### config.mk
export PLATFORM = sky130hd
export DESIGN_NAME = operand_loader
export DESIGN_NICKNAME = d
export VERILOG_FILES = /design/src/rtl/operand_loader_pkg.sv /design/src/rtl/operand_loader_key_debounce.sv /design/src/rtl/operand_loader.sv
export SDC_FILE = /design/constraint.sdc
export NUM_CORES = 1
export LEC_CHECK = 0
export ABC_AREA = 1
export CAP_MARGIN = 10
export CELL_PAD_IN_SITES_DETAIL_PLACEMENT = 1
export CELL_PAD_IN_SITES_GLOBAL_PLACEMENT = 1
export CORE_ASPECT_RATIO = 1.5
export CORE_UTILIZATION = 45
export DETAILED_ROUTE_END_ITERATION = 8
export GPL_TIMING_DRIVEN = 0
export PLACE_DENSITY = 0.92
export SETUP_SLACK_MARGIN = 0.15
export SLEW_MARGIN = 20
export SYNTH_ARGS = -nofsm -noshare
export SYNTH_HDL_FRONTEND = slang
export SYNTH_SLANG_ARGS = --single-unit
### constraint.sdc
create_clock -name clk -period 3.13 [get_ports clk]
set_input_delay 0.4695 -clock clk [delete_from_list [all_inputs] [get_ports clk]]
set_output_delay 0.4695 -clock clk [all_outputs]
set_load 0.005 [all_outputs]
### src/rtl/operand_loader_pkg.sv
// Shared constants for the operand loader: load-phase encoding and debounce default.
package operand_loader_pkg;

  localparam logic [1:0] S_A    = 2'b00;
  localparam logic [1:0] S_B    = 2'b01;
  localparam logic [1:0] S_CIN  = 2'b10;
  localparam logic [1:0] S_DONE = 2'b11;

  // 20 ms at a 50 MHz board clock.
  localparam int DEBOUNCE_CYCLES_DEFAULT = 1000000;

  // The encoding is a plain 2-bit ring, so the wrap from S_DONE to S_A is free.
  function automatic logic [1:0] next_phase(input logic [1:0] cur);
    return cur + 2'd1;
  endfunction

endpackage

### src/rtl/operand_loader_key_debounce.sv
// Pushbutton conditioner: 2-flop synchronizer, stable-level debounce counter and
// a registered one-cycle pulse on each accepted press (debounced 1->0).
module key_debounce
  import operand_loader_pkg::*;
#(
  parameter int DEBOUNCE_CYCLES = DEBOUNCE_CYCLES_DEFAULT
) (
  input  logic clk,
  input  logic rst_n,
  input  logic key_n,
  output logic press
);

  localparam int              CW       = $clog2(DEBOUNCE_CYCLES + 1);
  localparam logic [CW-1:0]   CNT_LAST = CW'(DEBOUNCE_CYCLES - 1);

  logic          r_sync1;
  logic          r_sync2;
  logic          r_level;
  logic          r_press;
  logic [CW-1:0] r_cnt;
  logic          w_mismatch;
  logic          w_accept;

  assign w_mismatch = (r_sync2 != r_level);
  assign w_accept   = w_mismatch && (r_cnt == CNT_LAST);

  // NOTE: every flop here uses <= so all of them sample the pre-edge values of
  // each other; a blocking '=' would collapse the synchronizer into one stage.
  always_ff @(posedge clk or negedge rst_n) begin
    if (!rst_n) begin
      r_sync1 <= 1'b1;
      r_sync2 <= 1'b1;
      r_level <= 1'b1;
      r_cnt   <= '0;
      r_press <= 1'b0;
    end else begin
      r_sync1 <= key_n;
      r_sync2 <= r_sync1;
      // A mismatch while released can only mean the key went low, so an
      // accept from level 1 is exactly a press; releases stay silent.
      r_press <= w_accept && r_level;
      if (!w_mismatch) begin
        r_cnt <= '0;
      end else if (w_accept) begin
        r_level <= r_sync2;
        r_cnt   <= '0;
      end else begin
        r_cnt <= r_cnt + 1'b1;
      end
    end
  end

  assign press = r_press;

endmodule

### src/rtl/operand_loader.sv
// Captures A, B and carry-in from the switches, one operand per debounced key
// press, cycling A -> B -> CIN -> DONE -> A.
module operand_loader
  import operand_loader_pkg::*;
#(
  parameter int DEBOUNCE_CYCLES = DEBOUNCE_CYCLES_DEFAULT
) (
  input  logic       clk,
  input  logic       rst_n,
  input  logic       key_n,
  input  logic [3:0] sw,
  output logic [3:0] A,
  output logic [3:0] B,
  output logic       Carry_In,
  output logic [1:0] phase,
  output logic       operands_valid,
  output logic       press
);

  logic       w_press;
  logic [1:0] r_state;
  logic [3:0] r_a;
  logic [3:0] r_b;
  logic       r_cin;
  logic       r_valid;

  key_debounce #(
    .DEBOUNCE_CYCLES(DEBOUNCE_CYCLES)
  ) u_key_debounce (
    .clk   (clk),
    .rst_n (rst_n),
    .key_n (key_n),
    .press (w_press)
  );

  always_ff @(posedge clk or negedge rst_n) begin
    if (!rst_n) begin
      r_state <= S_A;
      r_a     <= '0;
      r_b     <= '0;
      r_cin   <= 1'b0;
      r_valid <= 1'b0;
    end else if (w_press) begin
      case (r_state)
        S_A:     r_a   <= sw;
        S_B:     r_b   <= sw;
        S_CIN:   r_cin <= sw[0];
        default: ;
      endcase
      r_state <= next_phase(r_state);
      // Valid is its own flop so it changes on the same edge as phase.
      r_valid <= (next_phase(r_state) == S_DONE);
    end
  end

  assign A              = r_a;
  assign B              = r_b;
  assign Carry_In       = r_cin;
  assign phase          = r_state;
  assign operands_valid = r_valid;
  assign press          = w_press;

endmodule

Word level (Yosys, flattened, before mapping)
Index checks and enable logic that the tools add are counted.
{"block": "op_classes", "n_eq_ne": 5, "n_addsub": 2, "muxes": 2, "n_reduce_logical": 7}
{"op": "20-bit 2-to-1 mux", "n": 2}
{"op": "20-bit by 1-bit adder with 20-bit output (second input constant)", "n": 1}
{"op": "20-bit equality test (second input constant)", "n": 1}
{"op": "2-bit AND reduction", "n": 4}
{"op": "2-bit equality test (second input constant)", "n": 2}
{"op": "2-bit by 1-bit adder with 2-bit output (second input constant)", "n": 1}
{"op": "2-bit by 1-bit equality test with 1-bit output (second input constant)", "n": 1}
{"op": "1-bit logical AND", "n": 2}
{"op": "2-bit logical NOT", "n": 1}
{"op": "1-bit != test", "n": 1}
{"block": "totals", "out_inout_bits": 13, "in_bits": 7, "reg_bits": 36, "word_cells": 26}

Depth between registers and ports, before layout
Gate-level depths: netlist (run 1).
{"block": "depth", "word_depth": 4, "mapped_depth": 9, "mapped_depth_nobuf": 9}

Modules after synthesis
From an unflattened synthesis (run 1), not the netlist that was laid out.
{"block": "unflattened", "hier_cells": 226, "area_unflattened_um2": 1910.6}
{"module": "key_debounce", "cells_per_inst": 167, "seq_area_each_um2": 604.3, "area_each_um2": 1362.6, "n_inst": 1}
{"module": "operand_loader", "cells_per_inst": 59, "seq_area_each_um2": 300.3, "area_each_um2": 548.0, "n_inst": 1}

Least setup slack after synthesis (run 1)
No wires, ideal clock.
{"block": "synth_timing", "path_kind": "register to register", "startpoint": "register u_key_debounce.r_cnt[0]", "endpoint": "register u_key_debounce.r_cnt[9]", "stages_incl_launch_ff": 9, "path_buffers": 0, "synth_period_minus_slack_ns": 1.297, "arrival_time_ns": 1.178, "path_slack_ns": 1.833, "setup_ns": 0.119, "required_ns": 3.011, "cell_sequence": "dfrtp_1 > ha_1 > nand3_2 > nor2_4 > inv_2 > nor2_2 > nand2_2 > nand2_2 > nor2_1"}
{"block": "synth_between", "elab_chain_len": 4, "elab_cells_between_ends": 5, "classes_between": "add/sub: 1; eq/ne: 1; mux: 2; reduce/logical: 1"}
{"element": "start: declaration", "line": "operand_loader_key_debounce.sv:21", "text": "logic [CW-1:0] r_cnt;"}
{"element": "start signal: assignment", "line": "operand_loader_key_debounce.sv:49", "text": "r_cnt <= r_cnt + 1'b1;"}
{"element": "parallel branches: the longest is 2 deep, another holds 20-bit by 1-bit adder with 20-bit output"}
{"element": "20-bit 2-to-1 mux (*)", "line": "operand_loader_key_debounce.sv:45", "text": "end else if (w_accept) begin"}
{"element": "20-bit 2-to-1 mux (*)", "line": "operand_loader_key_debounce.sv:43", "text": "if (!w_mismatch) begin"}
Mark *: on every way between the ends.
A chain may end at the register's enable or synchronous reset.

Worst setup path in the final report (run 1)
{"block": "layout_timing", "startpoint": "register r_state[0] (netlist: phase[0])", "endpoint": "output port phase[0]"}
{"element": "start: declaration", "line": "operand_loader.sv:21", "text": "logic [1:0] r_state;"}
{"element": "start signal: assignment", "line": "operand_loader.sv:50", "text": "r_state <= next_phase(r_state);"}
{"element": "end: declaration", "line": "operand_loader.sv:15", "text": "output logic [1:0] phase,"}
No word-level cell between the ends.

==> results of run 1 <==
cell families after synthesis:
group | after synthesis
AOI/OAI and AO/OA | 18
xor gates and xnor gates | 10
adders and majority gates | 5
buffers and inverters | 28
DFF | 36
muxes | 1
and+or+nand+nor | 122
layout make-up:
type / count / share of cell area
plain buffers: 2 / 0.00337
clock inverters: 2 / 0.00730
flip-flops and latches: 36 / 0.406
repair buffers: 20 / 0.0954
well taps: 45 / 0.0253
inverters: 26 / 0.0438
clock buffers: 6 / 0.0325
multi-input cells: 156 / 0.387
state kept, by name (all words and copies together) (netlist names):
signal                  count
Carry_In                    1
u_key_debounce.r_level      1
u_key_debounce.r_sync1      1
B                           4
A                           4
u_key_debounce.press        1
operands_valid              1
u_key_debounce.r_sync2      1
u_key_debounce.r_cnt       20
phase                       2
where the power goes:
group          leakage [nW]  internal, mW  total [mW]  switching (mW)
logic                 0.523        0.0144      0.0385          0.0241
clock network        0.0414         0.158       0.338           0.180
registers             0.443         0.470       0.473         0.00305
total                  1.01         0.643       0.850           0.207
worst max path at each step:
stage	endpoint	slack (ps)	depth (start not counted)
global route	phase[0]	1350	1
floorplan	u_key_debounce.r_cnt[9]	1830	8
finish	phase[0]	1380	1
detailed placement	u_key_debounce.r_cnt[9]	1550	8
global placement	phase[0]	750	1
CTS	phase[0]	1390	1
metrics by stage:
| stage | total power [mW] | area (sq um) | util | setup slack, ps |
|---|---|---|---|---|
| finish | 0.850 | 2230 | 0.563 | 1380 |
| global route | 0.882 | 2230 | 0.563 | 1350 |
| CTS | 0.856 | 2230 | 0.563 | 1390 |
| floorplan | 0.495 | 1870 | - | 1830 |
| detailed placement | 0.522 | 2140 | 0.541 | 1550 |
| global placement | 0.516 | 2120 | 0.535 | 754 |
placed cells by master (no fill, tap or decap), types with 6 or more instances in the layout:
master           instances
dfrtp_1                 33
nor2_1                  35
nor2_2                   6
nand2_1                 39
inv_1                   23
clkdlybuf4s50_1         18
o21ai_0                 10
nand4_1                  7
xor2_1                   7
nand3_1                 16
metal layers:
layer | up-vias | GRT usage
met4 | 0 | 0.103
met2 | 46 | 0.501
met3 | 14 | 0.0581
met1 | 800 | 0.289
met5 | - | 0
li1 | 752 | -
==> impl_results.md, run 1 <==
- Setup Buffers After CTS: 0
- Max layer used: met4
- Final Cycle Share: 0.558
- Final wirelength: around 5000 microns
- Synth top area share: 0.441
- # rows: 28
- Synth area leader: dfrtp_1
- CP startpoint: phase[0]
- Slew @ Worst Pin: between 400 and 500 ps
- R2r setup slk: roughly 1500 ps
- Post-Syn Area: 0.00187 sq mm
- Final hold vios: 0
- RSZ-0062 raised after global routing: no
- Synth Register Bits: 36
- Setup CP Type: reg2out
- # fillers: roughly 500
- Post-CTS resize count: 0
- Xor-xnor portion of the synthesized cell area: 0.0468
- Post-synth top cells: 39 x nand2_1, 35 x nor2_1, 33 x dfrtp_1
- Register area: roughly 900 sq um
- CTS Buf Count: 5
- Fin Setup TNS: 0 ps
- Ys flop type: dfrtp_1
- I/O pin count: 20
- Slew Limit Headroom: 0.682
- Crit-path max cell delay: approximately 550 ps
- Worst path bufs/invs: 1
- Reg2reg start: u_key_debounce.r_cnt[0]
- IO Port Bufs: 19
- Clk buf depth: 2
- Layout cells sized above 1: 0.141
- Largest net degree at the start of global routing: 22
- Final net count: around 260
- PwrDens: ~380 mW/mm^2
- Maximum vdd drop: 253 uV
- Async set-reset flop share out of synthesis: 1.00
- Post-synth cell types: 29
- First drt pass iteration count: 4
- Area of the multi-input gates: about 860 sq um
- Hold-fix buffers at CTS: 0
- Drt initial violations: 35
- Met1 WL: roughly 1900 microns
- CP startpoint kind: register
- Die width: 54.7 microns
- Crit-path slowest cell: clkdlybuf4s50_1
- Setup Viol. Count Final: 0
- Worst Path Arrival: 1280 ps
- Vias in the first global route: around 1.8k
- Maximum clock rate: between 500 and 600 MHz
- EDFF count, synth: 0
- Leakage power: between 1 and 1.5 nW
- Max-slew violation count: 0
- Final hold slack: slightly below 100 ps
- Routed length per placed instance: 17.1 microns
- GR Overflow Total: 0
- Mux share of post-synthesis cell area: 0.00602
- Seq/Total Area, Yosys: 0.483
- Max-cap check violation count: 0
- Post-synthesis compound-gate area fraction: 0.0501
- Worst R2R Path Depth: 8
- Cell with the most instances after synthesis: nand2_1
- Avg Vias per Cell: between 5 and 6
- Synth-to-layout area growth: 19.1%
- DP Cell Count: roughly 290
- Worst-skew pair later-pin latency: roughly 300 ps
- Status: finished clean
- WL met2: 2850 microns
- GR Util All Layers: 0.274
- Final setup skew: around 14 ps
- Die Y: a little over 80 microns
- Core Region: about 0.0040 sq mm
- Post-synthesis simple-gate area fraction: 0.324
- Die area: roughly 0.0044 sq mm
- Initial Utilization: 0.473
- Worst hold path type: in2async
- HPWL Detailed: roughly 3700 microns
- Htree depth: 2
- GPL Wtd Cong: roughly 0.80
- Crit-path cells: clkdlybuf4s50_1
- Critical path endpoint category: output pin
- Initial antenna violation count: 0
- RR Endpoint: u_key_debounce.r_cnt[9]
- Worst-path maximum fanout: 4
- Synth Area in Adders: 0.0334
- Clk slew on worst S/H paths: 80 ps
- First-pass GRT wire length: 8420 microns
- Mapped Cells: 220
- Clock root cell: clkbuf_8
- Main combinational cell family by area after synthesis: simple AND/OR/NAND/NOR gates
- Routed Antenna Nets: 0
- Sink Count: 36
- Top Family by Delay on Critical Path: buffers and inverters
- TritonCTS clock tree: done
- Worst path required time: between 2000 and 3000 ps
- Syn avg cell area: 8.51 sq um
- Post-route minimum period: approximately 1700 ps
- Met3 Wirelength: 170 microns
- Post-route insts no fill: approximately 290
- Syn Nets: 232
- DR vias: approximately 1.6k
- Antenna diodes: 0
- Synth Warn #: 0
- Synth top area cells: dfrtp_1 44%, nand2_1 7.8%, nor2_1 7.0%
- # DRC: 0
(Power assumes the default switching activity.)
==> run 2, diff against run 1 <==
Settings changed: CORE_UTILIZATION 45 to 42, PLACE_DENSITY 0.92 to 0.87.
Clock period 3.13 ns to 1.8 ns, I/O delays scaled along.
==> impl_results.md, run 2 (same netlist as run 1, synthesis figures left out) <==
- Status: finished clean (unchanged)
- Antenna diodes: 0 (unchanged)
- Maximum clock rate: around 640 MHz
- Flip-flop count of the largest register after layout: 20 (unchanged)
- Slew @ Worst Pin: 517 ps (was 478 ps)
- Register area: 905 sq um (unchanged)
- Clk buf depth: 2 (unchanged)
- Clock root cell: clkbuf_8 (unchanged)
- GR Overflow Total: 0 (unchanged)
- Setup CP Type: reg2reg (was reg2out)
- Initial antenna violation count: 0 (unchanged)
- Core Region: 0.00425 sq mm (was 0.00396 sq mm)
- Busiest grt layer: met2 (unchanged)
- Setup Buffers After CTS: 0 (unchanged)
- Worst-path maximum fanout: 9 (was 4)
- Drt initial violations: 22 (was 35)
- Worst path required time: 1980 ps (was 2660 ps)
- Max-slew violation count: 0 (unchanged)
- Sink Count: 36 (unchanged)
- GPL Wtd Cong: 0.773 (was 0.804)
- Biggest register: u_key_debounce.r_cnt (unchanged)
- Worst Path Arrival: 1730 ps (was 1280 ps)
- Final core occ: 0.532 (was 0.563)
- # DRC: 0 (unchanged)
- Routed length per placed instance: 15.6 microns (was 17.1 microns)
- Worst-skew pair later-pin latency: 290 ps (was 300 ps)
- Crit-path cells: ha_1 -> nand3_2 -> nor2_4 -> inv_2 -> nor2_2 -> nand2_4 -> nand2_2 -> nor2_1 (was clkdlybuf4s50_1)
- Top Family by Delay on Critical Path: simple AND/OR/NAND/NOR gates (was buffers and inverters)
- RR Endpoint: u_key_debounce.r_cnt[9] (unchanged)
- Met3 Track Usage GR: 0.0434 (was 0.0581)
- Crit-path max cell delay: 350 ps (was 550 ps)
- Hold endpoint: u_key_debounce.r_sync2
- Final Cycle Share: 0.862
- Avg Vias per Cell: 5.28 (was 5.50)
- Max-cap check violation count: 0 (unchanged)
- First-pass GRT wire length: 7820 microns (was 8420 microns)
- Leakage power: 1.04 nW (was 1.01 nW)
- Slew Limit Headroom: 0.655 (was 0.682)
- Worst R2R Path Depth: 8 (unchanged)
- Worst path bufs/invs: 1 (unchanged)
- Post-route minimum period: between 1500 and 2000 ps
- Clk slew on worst S/H paths: 80 ps (about the same)
- # rows: 29 (was 28)
- Maximum vdd drop: 647 uV (was 253 uV)
- Met2 Usage GRT: 0.415 (was 0.501)
- HPWL Detailed: 3400 microns (was 3730 microns)
- GR Layer Usage met1: 0.222 (was 0.289)
- First drt pass iteration count: 4 (unchanged)
- Vias in the first global route: 1723 (was 1765)
- CP startpoint kind: register (unchanged)
- Initial Utilization: 0.441 (was 0.473)
- Crit-path slowest cell: dfrtp_1 (was clkdlybuf4s50_1)
- Worst hold path type: reg2reg (was in2async)
- Routed Antenna Nets: 0 (unchanged)
- GR Util All Layers: 0.216 (was 0.274)
- Min-Delay Startpoint: u_key_debounce.r_sync1
- Final setup skew: 6.12 ps (was 13.6 ps)
- Commonest cells after routing, fill and taps aside: 39 x nand2_1, 35 x nor2_1, 33 x dfrtp_1 (unchanged)
- Commonest non-fill, non-tap cell in the layout: nand2_1 (unchanged)
- Final wirelength: 4610 microns (was 5010 microns)
- PwrDens: 685 mW/mm^2 (was 381 mW/mm^2)
- Critical path endpoint category: register (was output pin)
- Final hold vios: 0 (unchanged)
- Area of the multi-input gates: 867 sq um (was 862 sq um)
- Layout cells sized above 1: 0.141 (about the same)
- I/O pin count: 20 (unchanged)
- Final hold slack: 357 ps (was 96.7 ps)
- RSZ-0062 raised after global routing: no (unchanged)
- # fillers: 509 (was 488)
- Die Y: 83.8 microns (was 81.0 microns)
- DR vias: 1557 (was 1612)
- Die width: 56.5 microns (was 54.7 microns)
- Hold path cells: 0
- Setup Viol. Count Final: 0 (unchanged)
- TritonCTS clock tree: done (unchanged)
- CTS Buf Count: 5 (unchanged)
- IO Port Bufs: 19 (unchanged)
- Power, Total: 1.55 mW (was 0.850 mW)
- Largest net degree at the start of global routing: 21 (was 22)
- R2r setup slk: 250 ps (was 1500 ps)
- Reg2reg start: u_key_debounce.r_cnt[1] (was u_key_debounce.r_cnt[0])
- Final net count: 260 (was 259)
- Htree depth: 2 (unchanged)
- Die area: 0.00473 sq mm (was 0.00443 sq mm)
- Synth-to-layout area growth: 20.6% (was 19.1%)
==> run 2: cell count changes in the layout (fill, tap and decap cells not counted), sizes merged <==
cell / previous run / this run
clkbuf: 8 / 10
clkinv: 2 / 1
clkinvlp: 1 / 0
dlygate4sd3: 0 / 1
==> run 2: stage by stage <==
step           setup WS, ps  cell area, sq um  std cells  TNS [ps]
2_1_floorplan           503              1870        220         0
3_3_place_gp           -383              2120        285    -12660
3_5_place_dp            216              2140        286         0
4_1_cts                 201              2250        295         0
5_1_grt                 155              2260        295         0
6_report                248              2260        295         0
==> run 2: repair_timing <==
action,in CTS,in global routing
setup endpoints to repair,0,4
resized for setup,0,1
hold buffers,1,0
hold endpoints to repair,16,0
==> run 2: layout make-up <==
type / count / area share
sequential: 36 / 0.401
clock buffer: 8 / 0.0443
buffer: 2 / 0.00333
timing repair buffer: 21 / 0.0987
inverter: 26 / 0.0432
multi-input combinational: 156 / 0.384
tap: 46 / 0.0255
==> run 2: metal layers <==
metal	wire length [microns]	up-vias
met3	129	11
li1	-	754
met1	1720	761
met5	0	-
met2	2660	31
met4	103	0
==> run 2: how the worst max path moves through the flow <==
stage,from,endpoint,cells after the start
after floorplan,u_key_debounce.r_cnt[0],u_key_debounce.r_cnt[9],8
after CTS,u_key_debounce.r_cnt[1],u_key_debounce.r_cnt[9],8
after global routing,u_key_debounce.r_cnt[0],u_key_debounce.r_cnt[9],8
final,u_key_debounce.r_cnt[1],u_key_debounce.r_cnt[9],8
after detailed placement,u_key_debounce.r_cnt[1],u_key_debounce.r_cnt[9],8
after global placement,rst_n,operands_valid,1
==> run 2: power by group <==
group | internal, mW | switching [mW]
combinational | 0.0268 | 0.0421
clock | 0.350 | 0.304
sequential | 0.818 | 0.00485
total | 1.19 | 0.351
